[src/rtl/uart_pkg.sv]
// Shared types and constants for the UART transmit arbiter.
package uart_pkg;

  typedef enum logic [1:0] {
    IDLE      = 2'd0,
    GRANT     = 2'd1,
    WAIT_BUSY = 2'd2,
    WAIT_DONE = 2'd3
  } arb_state_t;

  // Cycles tx_done may stay high after a start pulse before the frame is deemed complete.
  localparam int UART_START_GUARD = 4;
  localparam int GUARD_W          = $clog2(UART_START_GUARD);

endpackage

[src/rtl/rr_pick.sv]
// Combinational round-robin selector: first set request searching ptr+1, ptr+2, ... modulo N_REQ.
module rr_pick #(
  parameter int N_REQ = 4,
  parameter int IDX_W = $clog2(N_REQ)
) (
  input  logic [N_REQ-1:0] req,
  input  logic [IDX_W-1:0] ptr,
  output logic [IDX_W-1:0] idx,
  output logic             found
);

  always_comb begin
    idx   = '0;
    found = 1'b0;
    for (int k = 1; k <= N_REQ; k++) begin
      logic [IDX_W-1:0] cand;
      cand = IDX_W'((int'(ptr) + k) % N_REQ);
      if (!found && req[cand]) begin
        idx   = cand;
        found = 1'b1;
      end
    end
  end

endmodule

[src/rtl/uart_tx_arbiter.sv]
// Packet-level round-robin arbiter sharing one UART TX core among N_REQ byte-stream requesters.
// Handshake: a byte moves from requester i when req_valid[i] and req_ready[i] are both high on a clock edge.
module uart_tx_arbiter
  import uart_pkg::*;
#(
  parameter int N_REQ   = 4,
  parameter int TIMEOUT = 4096,
  parameter int CNT_W   = 16
) (
  input  logic               clk,
  input  logic               rst,
  input  logic [N_REQ-1:0]   req_valid,
  input  logic [8*N_REQ-1:0] req_data,
  input  logic [N_REQ-1:0]   req_last,
  output logic [N_REQ-1:0]   req_ready,
  output logic [N_REQ-1:0]   grant,
  output logic [7:0]         tx_data,
  output logic               tx_start,
  input  logic               tx_done,
  output logic               busy,
  output logic               timeout_evt,
  output logic [CNT_W-1:0]   pkt_cnt,
  output logic [1:0]         state_dbg
);

  localparam int IDX_W  = $clog2(N_REQ);
  localparam int IDLE_W = $clog2(TIMEOUT + 1);

  arb_state_t         state_q, state_d;
  logic [IDX_W-1:0]   owner_q, owner_d;
  logic [IDX_W-1:0]   ptr_q, ptr_d;
  logic [IDLE_W-1:0]  idle_cnt_q, idle_cnt_d;
  logic [GUARD_W-1:0] guard_cnt_q, guard_cnt_d;
  logic [7:0]         tx_data_q, tx_data_d;
  logic               tx_start_q, tx_start_d;
  logic               last_q, last_d;
  logic               timeout_evt_q, timeout_evt_d;
  logic [CNT_W-1:0]   pkt_cnt_q, pkt_cnt_d;

  logic [IDX_W-1:0]   pick_idx;
  logic               pick_found;
  logic               owner_valid;
  logic [7:0]         owner_byte;
  logic               frame_end;

  rr_pick #(.N_REQ(N_REQ), .IDX_W(IDX_W)) u_pick (
    .req   (req_valid),
    .ptr   (ptr_q),
    .idx   (pick_idx),
    .found (pick_found)
  );

  always_comb begin
    owner_byte = '0;
    for (int i = 0; i < N_REQ; i++) begin
      if (owner_q == IDX_W'(i)) owner_byte = req_data[i*8 +: 8];
    end
  end

  assign owner_valid = req_valid[owner_q];

  always_comb begin
    state_d       = state_q;
    owner_d       = owner_q;
    ptr_d         = ptr_q;
    idle_cnt_d    = idle_cnt_q;
    guard_cnt_d   = guard_cnt_q;
    tx_data_d     = tx_data_q;
    tx_start_d    = 1'b0;
    last_d        = last_q;
    timeout_evt_d = 1'b0;
    pkt_cnt_d     = pkt_cnt_q;
    req_ready     = '0;
    frame_end     = 1'b0;

    unique case (state_q)
      IDLE: begin
        if (pick_found) begin
          owner_d    = pick_idx;
          idle_cnt_d = '0;
          state_d    = GRANT;
        end
      end
      GRANT: begin
        // Accept only once the core is idle, so a frame left running by a reset is never cut.
        if (owner_valid && tx_done) begin
          req_ready[owner_q] = 1'b1;
          tx_data_d          = owner_byte;
          last_d             = req_last[owner_q];
          tx_start_d         = 1'b1;
          idle_cnt_d         = '0;
          guard_cnt_d        = '0;
          state_d            = WAIT_BUSY;
        end else if (!owner_valid) begin
          if (idle_cnt_q == IDLE_W'(TIMEOUT - 1)) begin
            timeout_evt_d = 1'b1;
            ptr_d         = owner_q;
            idle_cnt_d    = '0;
            state_d       = IDLE;
          end else begin
            idle_cnt_d = idle_cnt_q + IDLE_W'(1);
          end
        end else begin
          idle_cnt_d = '0;
        end
      end
      WAIT_BUSY: begin
        if (!tx_done) begin
          state_d = WAIT_DONE;
        end else if (!tx_start_q) begin
          // The pulse cycle itself is not counted toward the guard window.
          if (guard_cnt_q == GUARD_W'(UART_START_GUARD - 1)) frame_end = 1'b1;
          else guard_cnt_d = guard_cnt_q + GUARD_W'(1);
        end
      end
      WAIT_DONE: begin
        if (tx_done) frame_end = 1'b1;
      end
      default: state_d = IDLE;
    endcase

    if (frame_end) begin
      if (last_q) begin
        pkt_cnt_d = pkt_cnt_q + CNT_W'(1);
        ptr_d     = owner_q;
        state_d   = IDLE;
      end else begin
        state_d = GRANT;
      end
    end
  end

  always_ff @(posedge clk) begin
    if (rst) begin
      state_q       <= IDLE;
      owner_q       <= '0;
      ptr_q         <= IDX_W'(N_REQ - 1);
      idle_cnt_q    <= '0;
      guard_cnt_q   <= '0;
      tx_data_q     <= '0;
      tx_start_q    <= 1'b0;
      last_q        <= 1'b0;
      timeout_evt_q <= 1'b0;
      pkt_cnt_q     <= '0;
    end else begin
      state_q       <= state_d;
      owner_q       <= owner_d;
      ptr_q         <= ptr_d;
      idle_cnt_q    <= idle_cnt_d;
      guard_cnt_q   <= guard_cnt_d;
      tx_data_q     <= tx_data_d;
      tx_start_q    <= tx_start_d;
      last_q        <= last_d;
      timeout_evt_q <= timeout_evt_d;
      pkt_cnt_q     <= pkt_cnt_d;
    end
  end

  always_comb begin
    grant = '0;
    if (state_q != IDLE) grant[owner_q] = 1'b1;
  end

  assign busy        = (state_q != IDLE);
  assign tx_data     = tx_data_q;
  assign tx_start    = tx_start_q;
  assign timeout_evt = timeout_evt_q;
  assign pkt_cnt     = pkt_cnt_q;
  assign state_dbg   = state_q;

endmodule

[config.mk]
export PLATFORM = sky130hd
export DESIGN_NAME = uart_tx_arbiter
export DESIGN_NICKNAME = d
export VERILOG_FILES = /design/src/rtl/uart_pkg.sv /design/src/rtl/rr_pick.sv /design/src/rtl/uart_tx_arbiter.sv
export SDC_FILE = /design/constraint.sdc
export NUM_CORES = 1
export LEC_CHECK = 0
export ABC_AREA = 1
export BUFFER_PORTS_ARGS = -buffer_cell sky130_fd_sc_hd__clkbuf_2
export CORE_AREA = 8 8 88 90
export DETAILED_ROUTE_END_ITERATION = 10
export DIE_AREA = 0 0 96 98
export PLACE_DENSITY = 0.8
export SYNTH_ARGS = -nofsm -noshare
export SYNTH_HDL_FRONTEND = slang
export SYNTH_HIERARCHICAL = 1
export SYNTH_SLANG_ARGS = --single-unit
[constraint.sdc]
create_clock -name clk -period 2.05 [get_ports clk]
set_clock_uncertainty 0.2 [all_clocks]
set_input_delay 0 -clock clk [delete_from_list [all_inputs] [get_ports clk]]
set_output_delay 0 -clock clk [all_outputs]
set_load 0.01 [all_outputs]
; ---- After elaboration in Yosys (flattened, before gate mapping)
; Cells that the tools add are included.
[totals]
ff_bits = 48
in_bits = 43
output_inout_bits = 37
elab_cells = 123
[op_classes]
addsub = 7
order_cmp = 6
eq_ne = 17
mux = 60
bitwise = 1
reduce_logical = 22
[ops]
columns = operator, n
row1 = $mux W13, 4
row2 = $mux W2, 20
row3 = $mux W8, 4
row4 = $pmux W13 S2, 1
row5 = $mux W1, 18
row6 = $add A16 B1 Y16 const B, 1
row7 = $lt A2 B3 Y1 const B, 5
row8 = $add A13 B1 Y13 const B, 1
row9 = $eq A13 B12 Y1 const B, 1
row10 = $bmux W1 S2, 6
row11 = $mux W4, 3
row12 = $eq A2 B2 Y1 const B, 5
row13 = $ne A2 B2 Y1 const B, 5
row14 = $reduce_and A5 Y1, 2
row15 = $ne A4 B4 Y1 const B, 2
row16 = $reduce_and A2 Y1, 4
row17 = $add A2 B1 Y2 const B, 3
row18 = $ne A3 B3 Y1 const B, 2
row19 = $pmux W2 S3, 1
row20 = $reduce_bool A2 Y1, 3
row21 = $logic_and A1 B1 Y1, 5
row22 = $add A2 B2 Y2 const B, 2
row23 = $eq A2 B1 Y1 const B, 2
row24 = $logic_not A2 Y1, 2
row25 = 9 further kinds, 11

; ---- Longest topological paths before layout
; Gate-level depths: netlist of run 1.
[depth]
depth_word = 16
depth_mapped = 16
ltp_nobuf = 16

; ---- Cells and area by module
; Netlist of run 1, hierarchy kept.
[modules_own_cells]
columns = mod, instances, cells_each, area_each_um2, seq_area_each_um2
row1 = uart_tx_arbiter, 1, 394, 2666.3, 960.9
row2 = rr_pick, 1, 52, 271.5, 0.0

; ---- Worst setup path before layout of run 1
; No wires, ideal clock.
[synth_path]
kind = reg-to-reg
from = register ptr_q[0]
to = register idle_cnt_q[11]
setup_time_ns = 0.112
arrival_ns = 1.706
required_ns = 1.738
setup_slack_ns = 0.032
path_stages_with_launch = 17
path_buffers = 0
period_less_slack_ns = 2.018
cell_sequence = dfxtp_1 inv_1 nand2_1 nand2_1 nand2_1 nand2_4 nor2_8 nand4_1 nand2_2 o21ai_2 nand2_4 nor2_4 nand3_2 nor2_1 nand2_1 nand2_1 nor2_1
[synth_between]
elab_chain_cells = 15
word_cells_on_any_way = 24
classes_between = 4 x add/sub / 1 x eq/ne / 12 x mux / 7 x reduce/logical
[synth_rtl]
columns = element, line
row1 = from (decl), uart_tx_arbiter.sv:31  ; logic [IDX_W-1:0] ptr_q, ptr_d;
row2 = from (signal assigned), uart_tx_arbiter.sv:137  ; ptr_q <= IDX_W'(N_REQ - 1);
row3 = from (signal assigned), uart_tx_arbiter.sv:148  ; ptr_q <= ptr_d;
row4 = $add A2 B1 Y2, rr_pick.sv:17  ; cand = IDX_W'((int'(ptr) + k) % N_REQ);
row5 = $bmux W1 S2, rr_pick.sv:18  ; if (!found && req[cand]) begin
row6 = $mux W1 (not written as such), rr_pick.sv:18
row7 = $mux W1, rr_pick.sv:18
row8 = $logic_not A1 Y1, rr_pick.sv:18
row9 = $logic_and A1 B1 Y1, rr_pick.sv:18
row10 = $mux W1, rr_pick.sv:18
row11 = $logic_not A1 Y1, rr_pick.sv:18
row12 = $logic_and A1 B1 Y1, rr_pick.sv:18
row13 = $mux W1, rr_pick.sv:18
row14 = $logic_not A1 Y1, rr_pick.sv:18
row15 = $logic_and A1 B1 Y1, rr_pick.sv:18
row16 = $mux W1 (*), rr_pick.sv:18
row17 = via pick_found, uart_tx_arbiter.sv:41  ; logic pick_found;
row18 = $ne A2 B2 Y1 (no line) (*), n/a
row19 = $reduce_and A2 Y1 (no line) (*), n/a
row20 = to (signal assigned), uart_tx_arbiter.sv:149  ; idle_cnt_q <= idle_cnt_d;
row21 = to (decl), uart_tx_arbiter.sv:32  ; logic [IDLE_W-1:0] idle_cnt_q, idle_cnt_d;
; The timed path passes the listed nets; every way through them passes the cells marked *. The select of a mux whose other input is x is not followed.
; A chain may end at the register's enable or synchronous reset.

; ---- Worst setup path in the final report of run 1
; Same ends and word-level chain as after synthesis.

==> results of run 1 <==
-- through the flow --
step	area, µm²	cells	power, mW	setup slack (ps)
6_report	4180	673	3.12	34.4
5_1_grt	4180	672	3.34	-89.0
4_1_cts	4060	668	3.01	12.8
3_5_place_dp	3580	622	2.33	-36.1
3_3_place_gp	3580	622	2.30	-5.92
2_1_floorplan	2940	446	1.91	32.2
-- logic make-up (layout without fill, tap and decap cells) --
| family | count (synthesis) | count (layout) | share of synthesized area |
|---|---|---|---|
| other | 0 | 1 | 0 |
| AND/OR/NAND/NOR | 263 | 263 | 0.404 |
| adder cells (fa/ha/maj) | 8 | 8 | 0.0341 |
| XOR/XNOR | 13 | 13 | 0.0388 |
| flip-flops | 48 | 48 | 0.327 |
| AO/OA/AOI/OAI | 60 | 60 | 0.118 |
| buffers and inverters | 54 | 200 | 0.0784 |
-- critical path, cell delays in order (launching register included) --
cell	delay, ps
sky130_fd_sc_hd__dfxtp_4	370
sky130_fd_sc_hd__buf_6	130
sky130_fd_sc_hd__nand2_1	90
sky130_fd_sc_hd__nand3_2	110
sky130_fd_sc_hd__nand2_4	110
sky130_fd_sc_hd__nor2_8	40
sky130_fd_sc_hd__nand4_1	70
sky130_fd_sc_hd__nand2_2	90
sky130_fd_sc_hd__o21ai_4	120
sky130_fd_sc_hd__nand2_4	80
sky130_fd_sc_hd__nor2_4	170
sky130_fd_sc_hd__nand3_4	100
sky130_fd_sc_hd__nor2_2	80
sky130_fd_sc_hd__nand2_1	50
sky130_fd_sc_hd__nand2_1	60
sky130_fd_sc_hd__nor2_1	30
-- area by class of cell --
cell class,count,share of cell area
inverter,43,0.0404
clock inverter,3,0.00599
multi-input combinational,344,0.435
tap,80,0.0239
timing repair buffer,149,0.246
clock buffer,5,0.0165
antenna,1,0.000599
sequential,48,0.232
-- final timing paths --
path	startpoint	slack [ps]	cells past startpoint	to
max	ptr_q[0]	30	15	idle_cnt_q[11]
min	req_valid[1]	180	8	tx_start
max reg2reg	ptr_q[0]	30	15	idle_cnt_q[11]
min reg2reg	tx_data[0]	280	2	tx_data[0]
-- routing by layer --
layer,vias to the layer above,share of wire,track usage
met5,-,0,0
met4,0,0.044,0.105
met3,44,0.068,0.0391
met2,146,0.49,0.327
met1,1585,0.39,0.229
li1,1740,-,-
-- placed cells by master, fill, tap and decap left out, types with 3 or more instances in the layout --
cell	n
sky130_fd_sc_hd__nand2_1	111
sky130_fd_sc_hd__clkbuf_2	79
sky130_fd_sc_hd__nor2_1	58
sky130_fd_sc_hd__dfxtp_1	46
sky130_fd_sc_hd__nand3_1	38
sky130_fd_sc_hd__dlygate4sd3_1	38
sky130_fd_sc_hd__inv_1	34
sky130_fd_sc_hd__buf_4	29
sky130_fd_sc_hd__a21oi_1	25
sky130_fd_sc_hd__nand2_2	18
sky130_fd_sc_hd__o21ai_0	15
sky130_fd_sc_hd__nand4_1	10
sky130_fd_sc_hd__xor2_1	10
sky130_fd_sc_hd__nor3_1	9
sky130_fd_sc_hd__inv_2	6
sky130_fd_sc_hd__a211oi_1	6
sky130_fd_sc_hd__ha_1	6
sky130_fd_sc_hd__nor2_2	5
sky130_fd_sc_hd__clkbuf_8	5
sky130_fd_sc_hd__nand2_4	4
sky130_fd_sc_hd__nor2_4	3
sky130_fd_sc_hd__inv_4	3
sky130_fd_sc_hd__xnor2_1	3
sky130_fd_sc_hd__a21oi_2	3
sky130_fd_sc_hd__buf_6	3
-- registers in the layout (all words and copies together) (netlist names) --
register and count:
guard_cnt_q 2, idle_cnt_q 13, last_q 1, owner_q 2, pkt_cnt 16, ptr_q 2
state_dbg 2, timeout_evt 1, tx_data 8, tx_start 1
-- power groups by stage --
stage / Combinational [mW] / Clock (mW) / Sequential (mW)
final: 1.44 / 0.610 / 1.07
after global routing: 1.60 / 0.655 / 1.08
after CTS: 1.31 / 0.618 / 1.07
after detailed placement: 1.23 / 0 / 1.09
after global placement: 1.21 / 0 / 1.09
after floorplan: 0.816 / 0 / 1.09
-- timing repair --
action	in CTS	in global routing
buffers inserted	0	4
endpoints found under the hold margin	25	0
hold buffers	38	0
resized for setup	4	29
setup endpoints to repair	6	33
pin swaps	0	9
==> metrics.sh, run 1 <==
CRITICAL_PATH.STARTPOINT_TYPE='flop'
DRTANTENNAVIOLNETS=0
POST_SYNTH.CELL_AREA_AVG_UM2=6.59
TIGHTEST_SLEW_PS=497
CTS.SINK_COUNT=48
NUMBER_OF_ENABLE_FLIP_FLOP_CELLS_AFTER_SYNTHESIS=0
FINAL_CORE_UTIL=0.644
POSTSYNTHCELLCOUNT=446
MAPPEDNETLISTNETS=497
NUM_VIAS=3515
POWER.NET_SWITCHING_mW=1.29
POSTSYNTH.ASYNCRESETSHARE=0
CELL_TYPE_WITH_THE_LARGEST_TOTAL_AREA_AFTER_SYNTHESIS='sky130_fd_sc_hd__dfxtp_1'
ROUTABILITY_CONGESTION_ESTIMATE=0.884
WORST-PATH-MAX-FANOUT=6
MAX_CAP_VIOLATIONS=0
YOSYS-TOP-CELLS-AREA='sky130_fd_sc_hd__dfxtp_1, sky130_fd_sc_hd__nand2_1, sky130_fd_sc_hd__nor2_1'
AREA.SEQUENTIAL_UM2=968
SYNTH.FF_LATCH_COUNT=48
DIE_W_UM=96
IR_DROP_uV=477
POWER_FRAC_COMB=0.460
GRT_START_MAX_NET_PINS=23
SYNTH-MAIN-FF-CELL='sky130_fd_sc_hd__dfxtp_1'
AREA.GROWTH.SYNTH_TO_FINAL_PCT=42.3
SETUP_REPAIR_AFTER_GLOBAL_ROUTING_MISSED_ITS_MARGIN='yes'
MAX_FREQ_MHz=496
SYNTHTOPCELLSBYCOUNT='sky130_fd_sc_hd__nand2_1, sky130_fd_sc_hd__nor2_1, sky130_fd_sc_hd__dfxtp_1'
PORT_BUFFERS=79
CLK_LATENCY_PS=310
FILLCELLCOUNT=570
TIMING_HOLD_VIOLATIONS_FINAL=0
FP.DIEAREA_UM2=9410
TRITONCTS='yes'
SETUP.WORST_PATH.END_CLASS='flop'
ANTENNA_FOUND_INITIAL=0
FINAL.PERIOD_UTILIZATION=0.983
GLOBAL_ROUTE.USAGE.TOTAL=0.197
YS_SEQ_AREA_FRAC=0.327
FLOORPLAN.INITIALDENSITY=0.452
FLOORPLAN.DIE.HEIGHT_UM=98
POWER-PER-CELL-AREA_nW_PER_UM2=746
SWITCHING_SHARE=0.414
YOSYSUNIQUECELLTYPES=37
POWER_FRAC_CLOCK=0.195
MIN_PATH_TYPE='primary input to flop'
WIRE_PER_INST_UM=14.2
SYNTHESIS.YOSYS.WARNINGS=6
CTSLONGESTPATHBUFFERS=2
H-TREE-DEPTH=2
CLOCKROOTBUFFER='sky130_fd_sc_hd__clkbuf_8'
CRITICAL_PATH_REQUIRED_PS=2050
VIA_PER_INST=5.22
TOTALWIRELENGTH_UM=9530
COUNT_OF_NETS_AFTER_FINISHING=642
CORE_UM2=6490
WORST_HOLD_SLACK_PS=179
YOSYSMOSTFREQUENTCELL='sky130_fd_sc_hd__nand2_1'
GRT_FIRST_PASS_WIRELENGTH_UM=15200
SEQ_POWER_SHARE=0.344
DRIVE_GT1_FRAC=0.292
INTERNAL_POWER_mW=1.83
TIMING.SETUP.CRITICAL_PATH_CLASS='flop to flop'
TIMING.SETUP.TNS_PS=0
WORST_EP_ARRIVAL_TIME_PS=2020
FIRST_DRT_PASS_ITERATION_COUNT=7
RUN_STATUS='finished, final reports clean'
GRT_PASS1_VIAS=3348
DETAIL_ROUTE.ITER0.VIOLATIONS=176
IO-PIN-COUNT=80
SETUP_VIOL=0
GLOBAL_ROUTE.OVERFLOW_TOTAL=0
REG_CLK_SLEW_REPORTED_PATHS_PS=100
SLEW_HEADROOM=0.666
TOTAL_LEAKAGE_POWER_nW=1.91
POST_SYNTH_INSTANCE_AREA_UM2=2940
DP_HPWL_UM=6280
CTS-BUFFERS-INSERTED=5
PLACEMENTROWS=30
MULTI_INPUT_AREA_UM2=1820
DRT_DRC_VIOLATIONS_LEFT=0
POST-SYNTH-TOP-AREA-FRACTION=0.327
FINALMAXSLEWVIOLATIONS=0
PERIOD_MINUS_SLACK_PS=2020
No activity file was read; power rests on OpenSTA's default activity.
==> run 2: changes to the inputs <==
--- a/config.mk
+++ b/config.mk
@@ -6,11 +6,12 @@
 export NUM_CORES = 1
 export LEC_CHECK = 0
 export ABC_AREA = 1
-export BUFFER_PORTS_ARGS = -buffer_cell sky130_fd_sc_hd__clkbuf_2
+export BUFFER_PORTS_ARGS = -buffer_cell sky130_fd_sc_hd__buf_2
 export CORE_AREA = 8 8 88 90
 export DETAILED_ROUTE_END_ITERATION = 10
 export DIE_AREA = 0 0 96 98
 export PLACE_DENSITY = 0.8
+export REMOVE_ABC_BUFFERS = 1
 export SYNTH_ARGS = -nofsm -noshare
 export SYNTH_HDL_FRONTEND = slang
 export SYNTH_HIERARCHICAL = 1
==> metrics.sh, run 2 (same netlist as run 1, synthesis figures left out) <==
DP_HPWL_UM=6280  # about the same
CLOCKROOTBUFFER='sky130_fd_sc_hd__clkbuf_8'  # unchanged
FINAL_COMMON_CELL='sky130_fd_sc_hd__nand2_1'  # unchanged
SETUP_VIOL=1  # was 0
CELL_REPEATED_MOST_ALONG_THE_WORST_PATH='sky130_fd_sc_hd__nand2_2'  # was sky130_fd_sc_hd__nand2_1
PLACEMENTROWS=30  # unchanged
GLOBAL_ROUTE.OVERFLOW_TOTAL=0  # unchanged
M1WIRELENGTH_UM=3610  # was 3760 µm
CLK_LATENCY_PS=310  # about the same
TOTAL_LEAKAGE_POWER_nW=1.90  # was 1.91 nW
CORE_UM2=6490  # unchanged
DETAIL_ROUTE.ITER0.VIOLATIONS=283  # was 176
PORT_BUFFERS=79  # unchanged
CRITICAL_PATH.STARTPOINT_TYPE='flop'  # unchanged
LAYOUT_SETUP_WS_PS=-11.0  # was 34.4 ps
CTS.SINK_COUNT=48  # unchanged
COUNT_OF_NETS_AFTER_FINISHING=634  # was 642
LAYOUTNONFILLERINSTCOUNT=666  # was 673
DPL.CELL_COUNT=614  # was 622
DRTANTENNAVIOLNETS=0  # unchanged
MET2ROUTEDLENGTH_UM=5030  # was 4710 µm
REG2REG_SLACK_PS=-10  # was 30 ps
SWITCHING_SHARE=0.408  # was 0.414
SETUP.WORST_PATH.END_CLASS='flop'  # unchanged
IO-PIN-COUNT=80  # unchanged
TOP_LAYER_USED='met4'  # unchanged
FINAL.PERIOD_UTILIZATION=1.01  # was 0.983
MAX_FREQ_MHz=485  # was 496 MHz
TIMING_HOLD_VIOLATIONS_FINAL=0  # unchanged
POWER-PER-CELL-AREA_nW_PER_UM2=736  # was 746 nW/µm²
TIMING.SETUP.TNS_PS=-11.0  # was 0 ps
DIE_W_UM=96  # unchanged
ROUTABILITY_CONGESTION_ESTIMATE=0.873  # was 0.884
DETAILROUTE.WIRELENGTH.MET3_UM=588  # was 644 µm
TIGHTEST_SLEW_PS=492  # was 497 ps
VIA_PER_INST=5.32  # was 5.22
MOSTFREQUENTLAYOUTCELLS='sky130_fd_sc_hd__nand2_1, sky130_fd_sc_hd__buf_2, sky130_fd_sc_hd__nor2_1'  # was sky130_fd_sc_hd__nand2_1, sky130_fd_sc_hd__clkbuf_2, sky130_fd_sc_hd__nor2_1
REG_CLK_SLEW_REPORTED_PATHS_PS=100  # about the same
RUN_STATUS='finished, violations left'  # was finished, final reports clean
IR_DROP_uV=475  # was 477 µV
FP.DIEAREA_UM2=9410  # unchanged
TIMING.SETUP.CRITICAL_PATH_CLASS='flop to flop'  # unchanged
FINALMAXSLEWVIOLATIONS=0  # unchanged
AREA.GROWTH.SYNTH_TO_FINAL_PCT=41.0  # was 42.3%
TOTALWIRELENGTH_UM=9840  # was 9530 µm
FLOORPLAN.INITIALDENSITY=0.452  # unchanged
MIN_PATH_TYPE='primary input to flop'  # unchanged
CPPEAKSTAGEDELAY_PS=380  # was 370 ps
FAILED_CHECKS='setup timing'
CTSLONGESTPATHBUFFERS=2  # unchanged
TIMING.CRITICAL_PATH.BUF_INV=2  # was 1
FIN_TOTAL_PWR_mW=3.05  # was 3.12 mW
FLOORPLAN.DIE.HEIGHT_UM=98  # unchanged
WORST_HOLD_SLACK_PS=24.6  # was 179 ps
GLOBAL_ROUTE.USAGE.TOTAL=0.205  # was 0.197
TRITONCTS='yes'  # unchanged
LARGEST_REG_FLOPS=16  # unchanged
H-TREE-DEPTH=2  # unchanged
POWER_FRAC_COMB=0.449  # was 0.460
SEQ_POWER_SHARE=0.353  # was 0.344
POWER.NET_SWITCHING_mW=1.24  # was 1.29 mW
FILLCELLCOUNT=552  # was 570
FIRST_DRT_PASS_ITERATION_COUNT=5  # was 7
CRIT_FAMILY='simple AND/OR/NAND/NOR gates'  # unchanged
FINAL_CORE_UTIL=0.638  # was 0.644
PERIOD_MINUS_SLACK_PS=2060  # was 2020 ps
GRT_PASS1_VIAS=3492  # was 3,348
GRT_START_MAX_NET_PINS=23  # unchanged
NUM_VIAS=3542  # was 3,515
INTERNAL_POWER_mW=1.80  # was 1.83 mW
DRIVE_GT1_FRAC=0.283  # was 0.292
SLEW_HEADROOM=0.672  # was 0.666
POWER_FRAC_CLOCK=0.198  # was 0.195
CRITICAL_PATH_REQUIRED_PS=2060  # was 2050 ps
GRT_FIRST_PASS_WIRELENGTH_UM=15800  # was 15,200 µm
ANTENNA_FOUND_INITIAL=3  # was 0
WORST_EP_ARRIVAL_TIME_PS=2070  # was 2020 ps
MAX_CAP_VIOLATIONS=0  # unchanged
TIMING.CRITICAL_PATH.CELLS='buf_8 > nand2_2 > nand2_2 > nand2_4 > nand2_4 > nor2_8 > nand4_1 > nand2_2 > buf_4 > nand2_1 > nand2_1 > a21oi_2 > nand2_2 > a21oi_1 > nor2_1'  # was buf_6 > nand2_1 > nand3_2 > nand2_4 > nor2_8 > nand4_1 > nand2_2 > o21ai_4 > nand2_4 > nor2_4 > nand3_4 > nor2_2 > nand2_1 > nand2_1 > nor2_1
TIMING.CRITICAL_PATH.SLOWEST_STAGE_CELL='sky130_fd_sc_hd__dfxtp_4'  # unchanged
DRT_DRC_VIOLATIONS_LEFT=0  # unchanged
WORST-PATH-MAX-FANOUT=6  # unchanged
CTS-BUFFERS-INSERTED=5  # unchanged
SETUP_REPAIR_AFTER_GLOBAL_ROUTING_MISSED_ITS_MARGIN='yes'  # unchanged
WIRE_PER_INST_UM=14.8  # was 14.2 µm
run 2: cell types whose count changed in the layout (fill, tap and decap cells not counted), sizes merged:
| cell | previous run | this run |
|---|---|---|
| buf | 32 | 105 |
| dlygate4sd3 | 38 | 36 |
| clkbuf | 84 | 6 |
| clkinv | 0 | 1 |
| inv | 45 | 43 |
| diode | 1 | 3 |
| clkinvlp | 1 | 0 |
run 2: cell type report:
class,count,area [µm²],share of cell area
repair buffers,141,962,0.232
diodes,3,7.51,0.00181
flip-flops and latches,48,968,0.234
multi-input cells,344,1840,0.444
well taps,80,100,0.0242
clock buffers,6,82.6,0.0199
clock inverters,1,8.76,0.00211
inverters,43,171,0.0414
run 2: per-layer routing:
layer	vias to the layer above	global-route usage
met4	0	0.138
met3	53	0.0507
met2	166	0.342
met1	1593	0.218
li1	1730	-
met5	-	0
run 2: worst register-to-register path, stage by stage, from the launching register on:
cell and delay, ps:
sky130_fd_sc_hd__dfxtp_4 380, sky130_fd_sc_hd__buf_8 140, sky130_fd_sc_hd__nand2_2 70, sky130_fd_sc_hd__nand2_2 80, sky130_fd_sc_hd__nand2_4 60, sky130_fd_sc_hd__nand2_4 100
sky130_fd_sc_hd__nor2_8 30, sky130_fd_sc_hd__nand4_1 80, sky130_fd_sc_hd__nand2_2 80, sky130_fd_sc_hd__buf_4 160, sky130_fd_sc_hd__nand2_1 60, sky130_fd_sc_hd__nand2_1 60
sky130_fd_sc_hd__a21oi_2 110, sky130_fd_sc_hd__nand2_2 100, sky130_fd_sc_hd__a21oi_1 180, sky130_fd_sc_hd__nor2_1 80
run 2: path summary, 6_finish.rpt:
path,endpoint,start,cells after the start
hold / removal,tx_data[6],req_data[14],5
hold reg to reg,pkt_cnt[13],pkt_cnt[13],2
setup / recovery,state_dbg[0],ptr_q[0],15
setup reg to reg,state_dbg[0],ptr_q[0],15
run 2: through the flow:
stage,setup WS (ps),cell area (µm²)
after floorplan,-180,2870
after global routing,-119,4140
after global placement,13.8,3520
after detailed placement,-113,3520
final,-11.0,4140
after CTS,2.79,3990
run 2: power groups by stage:
| stage | registers, mW | logic, mW | clock network [mW] |
|---|---|---|---|
| final | 1.08 | 1.37 | 0.602 |
| after global routing | 1.09 | 1.51 | 0.658 |
| after CTS | 1.07 | 1.28 | 0.614 |
| after detailed placement | 1.09 | 1.18 | 0 |
| after global placement | 1.09 | 1.15 | 0 |
| after floorplan | 1.12 | 0.735 | 0 |
run 2: timing repair:
item	in CTS	in global routing
setup endpoints to repair	12	26
endpoints found under the hold margin	29	0
resized for setup	4	36
hold buffers	36	0
pin swaps	0	14
buffers inserted	1	5
==> run 3: changes to the inputs <==
--- a/config.mk
+++ b/config.mk
@@ -7,10 +7,10 @@
 export LEC_CHECK = 0
 export ABC_AREA = 1
 export BUFFER_PORTS_ARGS = -buffer_cell sky130_fd_sc_hd__buf_2
-export CORE_AREA = 8 8 88 90
+export CORE_AREA = 8 8 82 84
 export DETAILED_ROUTE_END_ITERATION = 10
-export DIE_AREA = 0 0 96 98
-export PLACE_DENSITY = 0.8
+export DIE_AREA = 0 0 90 92
+export PLACE_DENSITY = 0.87
 export REMOVE_ABC_BUFFERS = 1
 export SYNTH_ARGS = -nofsm -noshare
 export SYNTH_HDL_FRONTEND = slang
==> constraint.sdc (replaced) <==
create_clock -name clk -period 2.7 [get_ports clk]
set_clock_uncertainty 0.2 [all_clocks]
set_input_delay 0 -clock clk [delete_from_list [all_inputs] [get_ports clk]]
set_output_delay 0 -clock clk [all_outputs]
set_load 0.01 [all_outputs]
==> metrics.sh, run 3 (same netlist as run 1, synthesis figures left out) <==
RUN_STATUS='finished, final reports clean'  # was finished, violations left
GLOBAL_ROUTE.USAGE.TOTAL=0.196  # was 0.205
TOTALWIRELENGTH_UM=8230  # was 9840 µm
PLACEMENTROWS=27  # was 30
WORST-PATH-MAX-FANOUT=10  # was 6
CRITICAL_PATH_REQUIRED_PS=2720  # was 2060 ps
MOSTFREQUENTLAYOUTCELLS='sky130_fd_sc_hd__nand2_1, sky130_fd_sc_hd__buf_2, sky130_fd_sc_hd__nor2_1'  # unchanged
ANTENNA_FOUND_INITIAL=0  # was 3
DIE_W_UM=90  # was 96 µm
POWER_FRAC_CLOCK=0.204  # was 0.198
POWER_FRAC_COMB=0.422  # was 0.449
LARGEST_REG_FLOPS=16  # unchanged
AREA.GROWTH.SYNTH_TO_FINAL_PCT=25.5  # was 41.0%
TOTAL_LEAKAGE_POWER_nW=1.71  # was 1.90 nW
SEQ_POWER_SHARE=0.374  # was 0.353
TIGHTEST_SLEW_PS=485  # was 492 ps
FINALMAXSLEWVIOLATIONS=0  # unchanged
DRIVE_GT1_FRAC=0.220  # was 0.283
TIMING_HOLD_VIOLATIONS_FINAL=0  # unchanged
REG2REG_SLACK_PS=230  # was -10 ps
H-TREE-DEPTH=2  # unchanged
NUM_VIAS=3280  # was 3,542
REG_CLK_SLEW_REPORTED_PATHS_PS=90  # was 100 ps
CTS-BUFFERS-INSERTED=5  # unchanged
WORST_EP_ARRIVAL_TIME_PS=2490  # was 2070 ps
IO-PIN-COUNT=80  # unchanged
SLEW_HEADROOM=0.676  # was 0.672
GRT_START_MAX_NET_PINS=24  # was 23
IR_DROP_uV=484  # was 475 µV
POWER.NET_SWITCHING_mW=0.899  # was 1.24 mW
SETUP.WORST_PATH.END_CLASS='flop'  # unchanged
GRT_FIRST_PASS_WIRELENGTH_UM=13700  # was 15,800 µm
SWITCHING_SHARE=0.403  # was 0.408
DP_HPWL_UM=5770  # was 6280 µm
GLOBAL_ROUTE.OVERFLOW_TOTAL=0  # unchanged
FLOORPLAN.INITIALDENSITY=0.544  # was 0.452
MIN_PATH_TYPE='primary input to flop'  # unchanged
CTS.SINK_COUNT=48  # unchanged
TRITONCTS='yes'  # unchanged
COUNT_OF_NETS_AFTER_FINISHING=596  # was 634
FLOORPLAN.DIE.HEIGHT_UM=92  # was 98 µm
WIRE_PER_INST_UM=13.3  # was 14.8 µm
PRECTSSETUPSLACK_PS=436  # was -113 ps
CPPEAKSTAGEDELAY_PS=550  # was 380 ps
PERIOD_MINUS_SLACK_PS=2470  # was 2060 ps
CLOCKROOTBUFFER='sky130_fd_sc_hd__clkbuf_8'  # unchanged
CORE_UM2=5410  # was 6490 µm²
SETUP_VIOL=0  # was 1
POWER-PER-CELL-AREA_nW_PER_UM2=606  # was 736 nW/µm²
TIMING.SETUP.TNS_PS=0  # was -11.0 ps
SETUP_REPAIR_AFTER_GLOBAL_ROUTING_MISSED_ITS_MARGIN='no'  # was yes
FIRST_DRT_PASS_ITERATION_COUNT=6  # was 5
CTS-RESIZED-GATES=0  # was 4
INTERNAL_POWER_mW=1.33  # was 1.80 mW
INSERTEDDIODECOUNT=0  # was 3
TIMING.SETUP.CRITICAL_PATH_CLASS='flop to flop'  # unchanged
FINAL_COMMON_CELL='sky130_fd_sc_hd__nand2_1'  # unchanged
DETAIL_ROUTE.ITER0.VIOLATIONS=205  # was 283
FINAL_CORE_UTIL=0.682  # was 0.638
PORT_BUFFERS=79  # unchanged
CRITICAL_PATH.STARTPOINT_TYPE='flop'  # unchanged
TIMING.CRITICAL_PATH.CELLS='inv_2 > nor2_2 > nand2_1 > nand3_1 > dlygate4sd3_1 > o21ai_0 > a211oi_1'  # was buf_8 > nand2_2 > nand2_2 > nand2_4 > nand2_4 > nor2_8 > nand4_1 > nand2_2 > buf_4 > nand2_1 > nand2_1 > a21oi_2 > nand2_2 > a21oi_1 > nor2_1
GRT_PASS1_VIAS=3164  # was 3,492
VIA_PER_INST=5.31  # was 5.32
DRT_DRC_VIOLATIONS_LEFT=0  # unchanged
CTSLONGESTPATHBUFFERS=2  # unchanged
DRTANTENNAVIOLNETS=0  # unchanged
FP.DIEAREA_UM2=8280  # was 9410 µm²
ROUTABILITY_CONGESTION_ESTIMATE=0.908  # was 0.873
LAYOUT_SETUP_WS_PS=231  # was -11.0 ps
CLK_LATENCY_PS=300  # was 310 ps
MAX_CAP_VIOLATIONS=0  # unchanged
TIMING.CRITICAL_PATH.SLOWEST_STAGE_CELL='sky130_fd_sc_hd__dlygate4sd3_1'  # was sky130_fd_sc_hd__dfxtp_4
MAX_FREQ_MHz=405  # was 485 MHz
FINAL.PERIOD_UTILIZATION=0.915  # was 1.01
-- run 3: power groups by stage --
stage                     registers [mW]  clock network, mW  logic (mW)
after floorplan                    0.853                  0       0.558
after detailed placement           0.847                  0       0.819
final                              0.834              0.456       0.943
after CTS                          0.831              0.468       0.921
after global placement             0.842                  0       0.794
after global routing               0.843              0.495        1.05
-- run 3: metrics by stage --
step                      cells  hold slack, ps  power (mW)  area (µm²)
final                       618             125        2.23        3690
after global routing        618             202        2.39        3690
after detailed placement    589             105        1.67        3380
after CTS                   618             116        2.22        3690
after floorplan             435            -131        1.41        2870
after global placement      589            91.6        1.64        3380
-- run 3: routing by layer --
| metal | wire length (µm) | track usage | up-vias |
|---|---|---|---|
| met5 | 0 | 0 | - |
| met4 | 234 | 0.0874 | 0 |
| met1 | 3390 | 0.209 | 1501 |
| met2 | 4120 | 0.356 | 110 |
| met3 | 491 | 0.0522 | 25 |
| li1 | - | - | 1644 |
-- run 3: worst paths after layout --
path | from | end | depth (start not counted)
max | owner_q[1] | tx_data[6] | 7
min | req_valid[2] | tx_start | 7
max reg2reg | owner_q[1] | tx_data[6] | 7
min reg2reg | tx_data[0] | tx_data[0] | 2
-- run 3: timing repair --
| action | 4_1_cts | 5_1_grt |
|---|---|---|
| hold buffers | 21 | 0 |
| endpoints found under the setup margin | 0 | 0 |
| hold endpoints to repair | 22 | 0 |
| buffers inserted | 0 | 0 |
-- run 3: critical path: cells and delay by family, from the launching register on --
| family | cells | cell delay (ps) |
|---|---|---|
| AO/OA/AOI/OAI | 2 | 360 |
| buffers and inverters | 2 | 740 |
| flip-flops | 1 | 540 |
| AND/OR/NAND/NOR | 3 | 540 |
-- run 3: layout make-up --
cell class                 instances  area, µm²
clock buffer                       6       82.6
multi-input combinational        344       1750
clock inverter                     2       15.0
tap                               72       90.1
fill                             450       1720
timing repair buffer             103        628
sequential                        48        961
inverter                          43        164
